$ cat config.mk
export PLATFORM = sky130hd
export DESIGN_NAME = fpu_issue_ctrl
export DESIGN_NICKNAME = d
export VERILOG_FILES = /design/src/rtl/fpu_issue_ctrl.sv
export SDC_FILE = /design/constraint.sdc
export NUM_CORES = 1
export LEC_CHECK = 0
export ABC_CLOCK_PERIOD_IN_PS = 3800
export BUFFER_PORTS_ARGS = -buffer_cell sky130_fd_sc_hd__buf_2
export CORE_UTILIZATION = 48
export DETAILED_ROUTE_END_ITERATION = 10
export PLACE_DENSITY = 0.83
export SLEW_MARGIN = 0
export SYNTH_ARGS = -nofsm -noshare
export SYNTH_HDL_FRONTEND = slang
export SYNTH_SLANG_ARGS = --single-unit
$ cat constraint.sdc
create_clock -name clk -period 3.8 [get_ports clk]
set_input_delay 0.38 -clock clk [delete_from_list [all_inputs] [get_ports clk]]
set_output_delay 0.38 -clock clk [all_outputs]
set_load 0.005 [all_outputs]
$ cat src/rtl/fpu_issue_ctrl.sv
// fpu_issue_ctrl: buffers FP operation requests in a small FIFO, issues them one
// at a time to a fixed-latency double-precision FPU and returns an in-order
// writeback with its own valid/ready handshake. Illegal opcodes and FPU faults
// come back as writebacks flagged wb_illegal with zero data.
module fpu_issue_ctrl #(
    parameter int FPU_LAT = 1,
    parameter int TAG_W   = 5,
    parameter int DEPTH   = 2
) (
    input  logic             clk,
    input  logic             rst,
    input  logic             req_valid,
    output logic             req_ready,
    input  logic [63:0]      req_rs1,
    input  logic [63:0]      req_rs2,
    input  logic [2:0]       req_funct3,
    input  logic [TAG_W-1:0] req_rd,
    output logic [63:0]      fpu_rs1,
    output logic [63:0]      fpu_rs2,
    output logic [2:0]       fpu_funct3,
    input  logic [63:0]      fpu_result,
    input  logic             fpu_valid,
    output logic             wb_valid,
    input  logic             wb_ready,
    output logic [63:0]      wb_data,
    output logic [TAG_W-1:0] wb_rd,
    output logic             wb_illegal,
    output logic             busy
);

    localparam int PTR_W = $clog2(DEPTH);
    localparam int CNT_W = PTR_W + 1;
    localparam int LAT_W = 4;

    typedef enum logic [1:0] {IDLE, EXEC, RESP} state_t;

    typedef struct packed {
        logic [63:0]      rs1;
        logic [63:0]      rs2;
        logic [2:0]       funct3;
        logic [TAG_W-1:0] rd;
    } entry_t;

    entry_t           mem [DEPTH];
    logic [PTR_W-1:0] wr_ptr;
    logic [PTR_W-1:0] rd_ptr;
    logic [CNT_W-1:0] count;
    state_t           state;
    logic [LAT_W-1:0] lat_cnt;
    logic             full;
    logic             empty;
    logic             push;
    logic             pop;
    entry_t           head;

    // A full FIFO refuses pushes even when it is popping in the same cycle,
    // so req_ready never depends on the FSM.
    assign full      = (count == CNT_W'(DEPTH));
    assign empty     = (count == '0);
    assign req_ready = !full;
    assign push      = req_valid && !full;
    assign pop       = (state == IDLE) && !empty;
    assign head      = mem[rd_ptr];
    assign busy      = (state != IDLE) || !empty;

    // FIFO storage; contents need no reset because the pointers define validity.
    always_ff @(posedge clk) begin
        if (push) begin
            mem[wr_ptr] <= '{rs1: req_rs1, rs2: req_rs2, funct3: req_funct3, rd: req_rd};
        end
    end

    // FIFO pointers and occupancy; power-of-two depth lets the pointers wrap naturally.
    always_ff @(posedge clk) begin
        if (rst) begin
            wr_ptr <= '0;
            rd_ptr <= '0;
            count  <= '0;
        end else begin
            if (push) begin
                wr_ptr <= wr_ptr + 1'b1;
            end
            if (pop) begin
                rd_ptr <= rd_ptr + 1'b1;
            end
            count <= count + CNT_W'(push) - CNT_W'(pop);
        end
    end

    // Issue/writeback FSM with registered FPU operands and writeback outputs.
    always_ff @(posedge clk) begin
        if (rst) begin
            state      <= IDLE;
            lat_cnt    <= '0;
            fpu_rs1    <= '0;
            fpu_rs2    <= '0;
            fpu_funct3 <= '0;
            wb_valid   <= 1'b0;
            wb_data    <= '0;
            wb_rd      <= '0;
            wb_illegal <= 1'b0;
        end else begin
            case (state)
                IDLE: begin
                    if (!empty) begin
                        wb_rd <= head.rd;
                        if (head.funct3[2]) begin
                            wb_illegal <= 1'b1;
                            wb_data    <= '0;
                            wb_valid   <= 1'b1;
                            state      <= RESP;
                        end else begin
                            fpu_rs1    <= head.rs1;
                            fpu_rs2    <= head.rs2;
                            fpu_funct3 <= head.funct3;
                            lat_cnt    <= '0;
                            state      <= EXEC;
                        end
                    end
                end
                EXEC: begin
                    if (lat_cnt == LAT_W'(FPU_LAT - 1)) begin
                        if (fpu_valid) begin
                            wb_data    <= fpu_result;
                            wb_illegal <= 1'b0;
                        end else begin
                            wb_data    <= '0;
                            wb_illegal <= 1'b1;
                        end
                        wb_valid <= 1'b1;
                        state    <= RESP;
                    end else begin
                        lat_cnt <= lat_cnt + 1'b1;
                    end
                end
                RESP: begin
                    if (wb_ready) begin
                        wb_valid <= 1'b0;
                        state    <= IDLE;
                    end
                end
                default: begin
                    state <= IDLE;
                end
            endcase
        end
    end

endmodule

==> results of run 1 <==
==> synth_stat cells, drive strengths merged <==
cell / n
a32o: 65
and3: 2
o21ai: 2
nor2: 6
o31ai: 1
clkbuf: 68
mux2: 2
nand3b: 2
dfxtp: 212
a31oi: 132
nor3: 1
buf: 46
conb: 1
o32a: 1
or2: 2
a41oi: 1
o311ai: 2
a21oi: 10
a21bo: 1
nand3: 2
nor4b: 1
edfxtp: 272
o32ai: 1
xnor2: 1
inv: 7
nand2: 3
nor2b: 3
nor3b: 1
a221oi: 2
or3b: 1
a211oi: 137
mux2i: 136
nand2b: 5
or4: 1
or3: 2
ha: 3
==> state kept, by name (all words and copies together) (netlist names), named ones only <==
name / cells
wr_ptr: 1
rd_ptr: 1
wb_data: 64
fpu_rs2: 64
wb_illegal: 1
wb_rd: 5
lat_cnt: 4
mem: 272
state: 2
wb_valid: 1
fpu_rs1: 64
fpu_funct3: 2
count: 2
==> cell type report <==
cell class	count	share of cell area
clock inverters	19	0.0108
well taps	461	0.0253
diodes	2	0.000219
flip-flops and latches	484	0.544
inverters	7	0.00131
repair buffers	582	0.167
clock buffers	69	0.0625
multi-input cells	530	0.189
==> layer usage <==
| layer | vias up | routed length (um) |
|---|---|---|
| li1 | 5613 | - |
| met1 | 6074 | 17000 |
| met2 | 710 | 24200 |
| met3 | 166 | 3370 |
| met4 | 0 | 2630 |
| met5 | - | 0 |
==> cells by family after synthesis <==
logic type               share of synthesized area
AO/OA/AOI/OAI                                0.154
XOR/XNOR                                  0.000508
adder cells (fa/ha/maj)                    0.00218
buffers and inverters                       0.0318
flip-flops                                   0.720
multiplexers                                0.0803
other                                     0.000218
AND/OR/NAND/NOR                             0.0110
==> power groups by stage <==
stage / Combinational (uW) / Sequential [uW] / Clock [uW]
floorplan: 3000 / 7210 / 0
detailed placement: 4670 / 7270 / 0
global placement: 4560 / 7210 / 0
finish: 4910 / 7220 / 4970
global route: 5260 / 7320 / 5260
CTS: 4840 / 7180 / 5020
==> placed cells by master, fill, tap and decap left out, drive strengths merged, types with 3 or more instances in the layout <==
cell type | synthesis | layout
nor2 | 6 | 6
edfxtp | 272 | 272
a211oi | 137 | 137
a21oi | 10 | 10
buf | 46 | 422
clkbuf | 68 | 69
nand2b | 5 | 5
bufinv | 0 | 5
dfxtp | 212 | 212
inv | 7 | 7
a32o | 65 | 65
nor2b | 3 | 3
mux2i | 136 | 136
nand2 | 3 | 3
a31oi | 132 | 132
clkinv | 0 | 13
ha | 3 | 3
dlygate4sd3 | 0 | 160
==> per-stage QoR <==
stage	std cells	hold WS, ps	setup WS, ps
after floorplan	1135	452	691
after global placement	1904	456	1480
after detailed placement	1904	461	1380
after CTS	2152	0.534	1300
after global routing	2154	14.5	1190
final	2154	34.2	1330
==> path summary, 6_finish.rpt <==
path                       start           to  slack [ps]  cells after the start
hold reg to reg         wb_valid     wb_valid         470                      2
setup / recovery        register  wb_data[57]        1330                      4
hold / removal    fpu_result[35]  wb_data[35]          30                      2
setup reg to reg        register  wb_data[57]        1330                      4
==> results.yml, run 1 <==
pwr:
  powerDensity_mw_per_mm2: 749
  p_switching_uw: 5610
  power_uw: 17100
  leakage_uw: 0.00867
  seq_power_share: 0.422
  swShare: 0.328
  intPower_uw: 11500
  peakVddDrop_uv: 533
  combPwrFrac: 0.287
  pwr-share-clk: 0.291
timing:
  period_share: 0.649
  finClkSkew_ps: 23.5
  max_slew_margin: 0.275
  finalHoldViolations: 0
  fmax_ghz: 0.405
  tightest_slew_ps: 1090
  rsz0062_at_grt: "no"
  setup_viol: 0
  finalCriticalPeriod_ps: 2470
  fin_tns_setup_ps: 0
  drv_slew: 0
floorplanning:
  std_cell_rows: 69
  dieArea_mm2: 0.0367
  io-pin-count: 409
  coreArea_mm2: 0.0355
  die_h_um: 192
  initial_utilization: 0.486
  fp.dieW_um: 192
setup_path:
  crit_slowest_cell: "dfxtp_4"
  start_kind: "register"
  crit_arrival_ps: 2960
  worst_path_dominant_cell_family: "compound AO/OA/AOI/OAI gates"
  worstSetupEndpointType: "register"
  critPathBufInv: 1
  worstSetupPathType: "register to register"
  crit_chain: "mux2i_4, o32a_2, buf_4, a32o_1"
  required_ps: 4300
  cp_max_fo: 35
  critPathMaxStageDelay_ps: 720
global_route:
  antenna_found_initial: 2
  global_route.usage.met3: 0.0472
  met1_usage: 0.280
  grt_pass1_vias: 12500
  busiest_layer: "met2"
  grt_usage: 0.247
  grt_max_degree: 132
  globalRouteOverflowTotal: 0
  grtUsageMet2: 0.429
  grt_pass1_wl_um: 69500
logic_synthesis:
  yosys.area.top_type: "edfxtp_1"
  seq_area_frac_synth: 0.720
  syn_nets: 1343
  ys_warn_count: 0
  netlist_area_mm2: 0.0172
  netlist_instances: 1135
  synth.avg_cell_area_um2: 15.2
  synth.distinct_cells: 40
  yosysTopAreaCellShare: 0.474
  ys_seq_elements: 484
  synth_area_leaders: "edfxtp_1, dfxtp_1, mux2i_1"
detailed_routing:
  wire_per_inst_um: 21.9
  vias: 12600
  vias_per_cell: 5.83
  wl_um: 47100
  drtAntennaViolNets: 0
  drc: 0
  first_pass_iters: 5
  drt_iter0_markers: 793
clock_network:
  root_buffer: "clkbuf_16"
  insertion_delay_ps: 570
  clock_sinks: 484
  cts_resized: 0
  cts_setup_buffers: 0
  cts_made_buffers: 48
  cts_hold_buf: 160
  htree_num_levels: 2
  cts_max_path_buffers: 3
  clkTransAtPathRegs_ps: 60
  cts_tree: "done"
cells_and_area:
  fill_cells: 2390
  drive_gt1_frac: 0.303
  final_util: 0.644
  layout.nets: 1861
  design_area_mm2: 0.0228
  multi_input_area_mm2: 0.00432
  register_area_mm2: 0.0124
  area_growth_pct: 32.5
job:
  maxCapViolations: 0
min_path:
  hold_path_class: "primary input to register"
place:
  placed_cell_area_mm2: 0.0196
  port_buffers: 407
  hpwl_um: 25300
  gp_congestion: 0.801
run_status:
  status: "finished clean"
(Power assumes the default switching activity.)
==> inputs of run 2 (changes only) <==
--- a/config.mk
+++ b/config.mk
@@ -5,7 +5,7 @@
 export SDC_FILE = /design/constraint.sdc
 export NUM_CORES = 1
 export LEC_CHECK = 0
-export ABC_CLOCK_PERIOD_IN_PS = 3800
+export ABC_CLOCK_PERIOD_IN_PS = 2100
 export BUFFER_PORTS_ARGS = -buffer_cell sky130_fd_sc_hd__buf_2
 export CORE_UTILIZATION = 48
 export DETAILED_ROUTE_END_ITERATION = 10
==> constraint.sdc (replaced) <==
create_clock -name clk -period 2.1 [get_ports clk]
set_input_delay 0.21 -clock clk [delete_from_list [all_inputs] [get_ports clk]]
set_output_delay 0.21 -clock clk [all_outputs]
set_load 0.005 [all_outputs]
==> run 2 against run 1 <==
Compared with the run above:
- final cell count increased by 2.8%
- count of clock-buffer cells in the layout increased by 1
- largest power group unchanged
- die area unchanged
- register-to-register slack got worse by 1300 ps
- total power increased by 82%
- hold slack improved by 150 ps
- critical endpoint is now wb_data[19]
- sequential power increased by 80%
- largest cell class unchanged
- sequential cell count unchanged
- maximum frequency increased by 22%
- critical path type unchanged
- first-iteration DRC count increased by 18%
==> results.yml, run 2 (synthesized netlist as in run 1, its figures left out) <==
detailed_routing:
  wire_per_inst_um: 22.4
  vias_per_cell: 5.88
  first_pass_iters: 5
  drtAntennaViolNets: 0
  drt_iter0_markers: 937
  vias: 13000
  wl_um: 49600
  drc: 0
pwr:
  swShare: 0.334
  leakage_uw: 0.00896
  power_uw: 31100
  intPower_uw: 20700
  seq_power_share: 0.417
  combPwrFrac: 0.318
  peakVddDrop_uv: 1120
  powerDensity_mw_per_mm2: 1320
  p_switching_uw: 10400
  pwr-share-clk: 0.265
min_path:
  hold_path_class: "primary input to register"
  hold_start: "rst"
  hold-path-cell-count: 3
clock_network:
  htree_num_levels: 2
  clock_sinks: 484
  cts_max_path_buffers: 3
  clkTransAtPathRegs_ps: 60
  cts_made_buffers: 48
  root_buffer: "clkbuf_16"
  cts_tree: "done"
  insertion_delay_ps: 580
cells_and_area:
  final_common_cell: "buf_2"
  largest_reg_flops: 272
  drive_gt1_frac: 0.302
  register_area_mm2: 0.0124
  final_cell_mix: "buf_2, edfxtp_1, dfxtp_1"
  instances_no_fill: 2214
  layout.nets: 1918
  multi_input_area_mm2: 0.00434
  area_growth_pct: 36.2
  fill_cells: 2294
  regMostFlops: "mem"
setup_path:
  r2r_end: "wb_data[19]"
  crit_arrival_ps: 2550
  r2r_start: "lat_cnt[0]"
  start_kind: "register"
  worstSetupPathType: "register to register"
  worstSetupEndpointType: "register"
  reg2reg_setup_slack_ps: 70
  cp_max_fo: 32
  worstRegToRegCells: 7
  required_ps: 2620
timing:
  period_share: 0.966
  finalCriticalPeriod_ps: 2030
  finalHoldViolations: 0
  setup_viol: 0
  tightest_slew_ps: 664
  finClkSkew_ps: 16.1
  rsz0062_at_grt: "no"
  max_slew_margin: 0.557
  fmax_ghz: 0.493
  drv_slew: 0
global_route:
  grt_pass1_wl_um: 72200
  grt_pass1_vias: 13000
  globalRouteOverflowTotal: 0
  grt_usage: 0.258
  antenna_found_initial: 2
  grt_max_degree: 76
place:
  gp_congestion: 0.804
  post-place-cells: 1914
  hpwl_um: 26100
  port_buffers: 407
floorplanning:
  fp.dieW_um: 192
  dieArea_mm2: 0.0367
  initial_utilization: 0.486
  io-pin-count: 409
  coreArea_mm2: 0.0355
  die_h_um: 192
  std_cell_rows: 69
run_status:
  status: "finished clean"
job:
  maxCapViolations: 0
run 2: final cells by class:
cell class                      instances  area share
Timing Repair Buffer                  639       0.196
Clock buffer                           70      0.0599
Clock inverter                         20     0.00479
Inverter                                7     0.00128
Antenna cell                            3    0.000320
Tap cell                              461      0.0246
Multi-Input combinational cell        530       0.185
Sequential cell                       484       0.529
run 2: power groups by stage:
stage	Clock (uW)	Sequential (uW)	Combinational, uW
after floorplan	0	13100	5440
after global placement	0	12900	8770
after detailed placement	0	13000	9000
after CTS	8330	12900	9600
after global routing	8710	13100	10400
final	8240	13000	9860
run 2: metrics by stage:
| stage | setup WS [ps] | hold WS (ps) | TNS, ps | instance area (um2) | util |
|---|---|---|---|---|---|
| after global routing | 5.00 | 198 | 0 | 23500 | 0.662 |
| after global placement | 203 | 397 | 0 | 19800 | 0.559 |
| after CTS | 55.3 | 156 | 0 | 23400 | 0.660 |
| after floorplan | -931 | 298 | -199760 | 17300 | - |
| after detailed placement | 61.8 | 401 | 0 | 19800 | 0.559 |
| final | 70.7 | 185 | 0 | 23500 | 0.662 |
run 2: what timing repair did:
item	4_1_cts	5_1_grt
cloned	2	1
gates resized for setup	0	3
pin swaps	0	1
hold buffers	203	0
buffers inserted	0	1
endpoints found under the setup margin	1	64
endpoints found under the hold margin	340	0
run 2: how the worst max path moves through the flow:
stage                     startpoint     endpoint
after floorplan             count[0]    mem[0][0]
after global placement    lat_cnt[0]  wb_data[15]
after detailed placement  lat_cnt[0]  wb_data[59]
after CTS                   state[0]         busy
after global routing      lat_cnt[0]  wb_data[41]
final                     lat_cnt[0]  wb_data[19]
run 2: layer usage:
| metal | share of wire | global-route usage | vias to the layer above |
|---|---|---|---|
| li1 | - | - | 5737 |
| met1 | 0.36 | 0.284 | 6364 |
| met2 | 0.52 | 0.462 | 747 |
| met3 | 0.077 | 0.0521 | 173 |
| met4 | 0.051 | 0.148 | 0 |
| met5 | 0 | 0 | - |
run 2: worst max-delay path: stages (launching register included):
cell	delay, ps
dfxtp_1	330
inv_1	90
ha_1	170
or3b_4	440
nor4b_4	310
buf_4	170
buf_6	270
a32o_1	190
==> inputs of run 3 (changes only) <==
--- a/config.mk
+++ b/config.mk
@@ -8,7 +8,9 @@
 export ABC_CLOCK_PERIOD_IN_PS = 2100
 export BUFFER_PORTS_ARGS = -buffer_cell sky130_fd_sc_hd__buf_2
 export CORE_UTILIZATION = 48
+export CTS_BUF_LIST = sky130_fd_sc_hd__clkbuf_16
 export DETAILED_ROUTE_END_ITERATION = 10
+export GPL_ROUTABILITY_DRIVEN = 0
 export PLACE_DENSITY = 0.83
 export SLEW_MARGIN = 0
 export SYNTH_ARGS = -nofsm -noshare
==> run 3 against run 2 <==
Compared with the run above:
- sequential cell count unchanged
- largest cell class unchanged
- routed wire length down 0.18%
- sequential share of layout area is 0.18 points higher
- core utilization shrank 0.23 points
- via count is essentially flat
- critical endpoint unchanged
- register-to-register slack is essentially flat
- clock skew hardly changed
==> results.yml, run 3 (synthesized netlist as in run 1, its figures left out) <==
run_status:
  status: "finished clean"
detailed_routing:
  vias: 13000
  wl_met2_um: 25600
  drc: 0
  dr.max_layer_used: "met4"
  wl_met1_um: 17800
  first_pass_iters: 7
  routed-wl-met3_um: 3660
  vias_per_cell: 5.88
  wl_um: 49500
  drtAntennaViolNets: 0
  drt_iter0_markers: 959
  wire_per_inst_um: 22.4
min_path:
  hold-path-cell-count: 3
  hold_start: "rst"
  hold_path_class: "primary input to register"
pwr:
  leakage_uw: 0.00896
  powerDensity_mw_per_mm2: 1310
  seq_power_share: 0.422
  combPwrFrac: 0.322
  p_switching_uw: 10400
  pwr-share-clk: 0.256
  swShare: 0.337
  peakVddDrop_uv: 1100
  intPower_uw: 20300
cells_and_area:
  area_growth_pct: 35.8
  final_cell_mix: "buf_2, edfxtp_1, dfxtp_1"
  largest_reg_flops: 272
  drive_gt1_frac: 0.297
  layout.nets: 1918
  fill_cells: 2338
  final_common_cell: "buf_2"
  regMostFlops: "mem"
timing:
  fmax_ghz: 0.495
  layout_setup_ws_ps: 78.8
  period_share: 0.962
  tightest_slew_ps: 658
  setup_viol: 0
  holdWs_ps: 178
  finClkSkew_ps: 15.9
  rsz0062_at_grt: "no"
  finalHoldViolations: 0
  drv_slew: 0
  finalCriticalPeriod_ps: 2020
  max_slew_margin: 0.561
floorplanning:
  fp.dieW_um: 192
  std_cell_rows: 69
  initial_utilization: 0.486
  coreArea_mm2: 0.0355
  io-pin-count: 409
  dieArea_mm2: 0.0367
  die_h_um: 192
global_route:
  grt_pass1_vias: 12900
  grt_max_degree: 76
  grt_usage: 0.256
  antenna_found_initial: 3
  globalRouteOverflowTotal: 0
  grt_pass1_wl_um: 71700
setup_path:
  worstRegToRegCells: 7
  crit_arrival_ps: 2540
  reg2reg_setup_slack_ps: 80
  worstSetupPathType: "register to register"
  worstSetupEndpointType: "register"
  required_ps: 2620
  r2r_end: "wb_data[19]"
  r2r_start: "lat_cnt[0]"
  cp_max_fo: 32
  start_kind: "register"
place:
  hpwl_um: 26100
  port_buffers: 407
  place_ws_ps: 61.8
clock_network:
  cts_max_path_buffers: 3
  clkTransAtPathRegs_ps: 60
  cts_tree: "done"
  htree_num_levels: 2
  clock_sinks: 484
  root_buffer: "clkbuf_16"
  insertion_delay_ps: 580
  cts_made_buffers: 48
job:
  maxCapViolations: 0
## run 3: cell count changes in the layout (fill, tap and decap cells not counted)
cell	change
clkbuf_8	-8
clkbuf_1	-12
clkinv_1	+8
inv_1	+12
## run 3: worst max path at each step
| stage | from | end | slack (ps) | cells past startpoint |
|---|---|---|---|---|
| after floorplan | count[0] | mem[0][0] | -930 | 3 |
| after global placement | lat_cnt[0] | wb_data[15] | 200 | 6 |
| after detailed placement | lat_cnt[0] | wb_data[59] | 60 | 6 |
| after CTS | lat_cnt[0] | wb_data[59] | 60 | 6 |
| after global routing | lat_cnt[0] | wb_data[41] | 5 | 7 |
| final | lat_cnt[0] | wb_data[19] | 80 | 7 |
## run 3: timing repair
item                                   in CTS  in global routing
cloned                                      2                  1
gates resized for setup                     0                  3
hold buffers                              203                  0
endpoints found under the hold margin     340                  0
pin swaps                                   0                  1
setup endpoints to repair                   1                 64
buffers inserted                            0                  1
## run 3: worst max-delay path: stages (launching register included)
cell and delay, ps:
dfxtp_1 330, inv_1 90, ha_1 170, or3b_4 440, nor4b_4 300, buf_4 170, buf_6 270, a32o_1 190
## run 3: power by group through the flow
stage / Clock [uW] / Combinational, uW / Sequential [uW]
after detailed placement: 0 / 9000 / 13000
after CTS: 7960 / 9600 / 12900
after global routing: 8340 / 10400 / 13100
after floorplan: 0 / 5440 / 13100
final: 7860 / 9860 / 13000
after global placement: 0 / 8770 / 12900
## run 3: layout make-up
| type | count | area [um2] | area share |
|---|---|---|---|
| clock buffer | 50 | 1250 | 0.0535 |
| clock inverter | 40 | 188 | 0.00802 |
| inverter | 7 | 30.0 | 0.00128 |
| multi-input combinational | 530 | 4340 | 0.185 |
| antenna | 3 | 7.51 | 0.000321 |
| sequential | 484 | 12400 | 0.531 |
| timing repair buffer | 639 | 4590 | 0.196 |
| tap | 461 | 577 | 0.0246 |
## run 3: metrics by stage
step | cell area, um2 | utilization | instances | total power (uW) | TNS [ps]
global route | 23400 | 0.660 | 2214 | 31900 | 0
detailed placement | 19800 | 0.559 | 1914 | 22000 | 0
CTS | 23400 | 0.658 | 2209 | 30400 | 0
finish | 23400 | 0.660 | 2214 | 30700 | 0
global placement | 19800 | 0.559 | 1914 | 21700 | 0
floorplan | 17300 | - | 1135 | 18500 | -199760
## run 3: layer usage
layer,global-route usage,vias to the layer above
met5,0,-
met4,0.147,0
met3,0.0507,155
met2,0.457,725
met1,0.284,6400
li1,-,5740
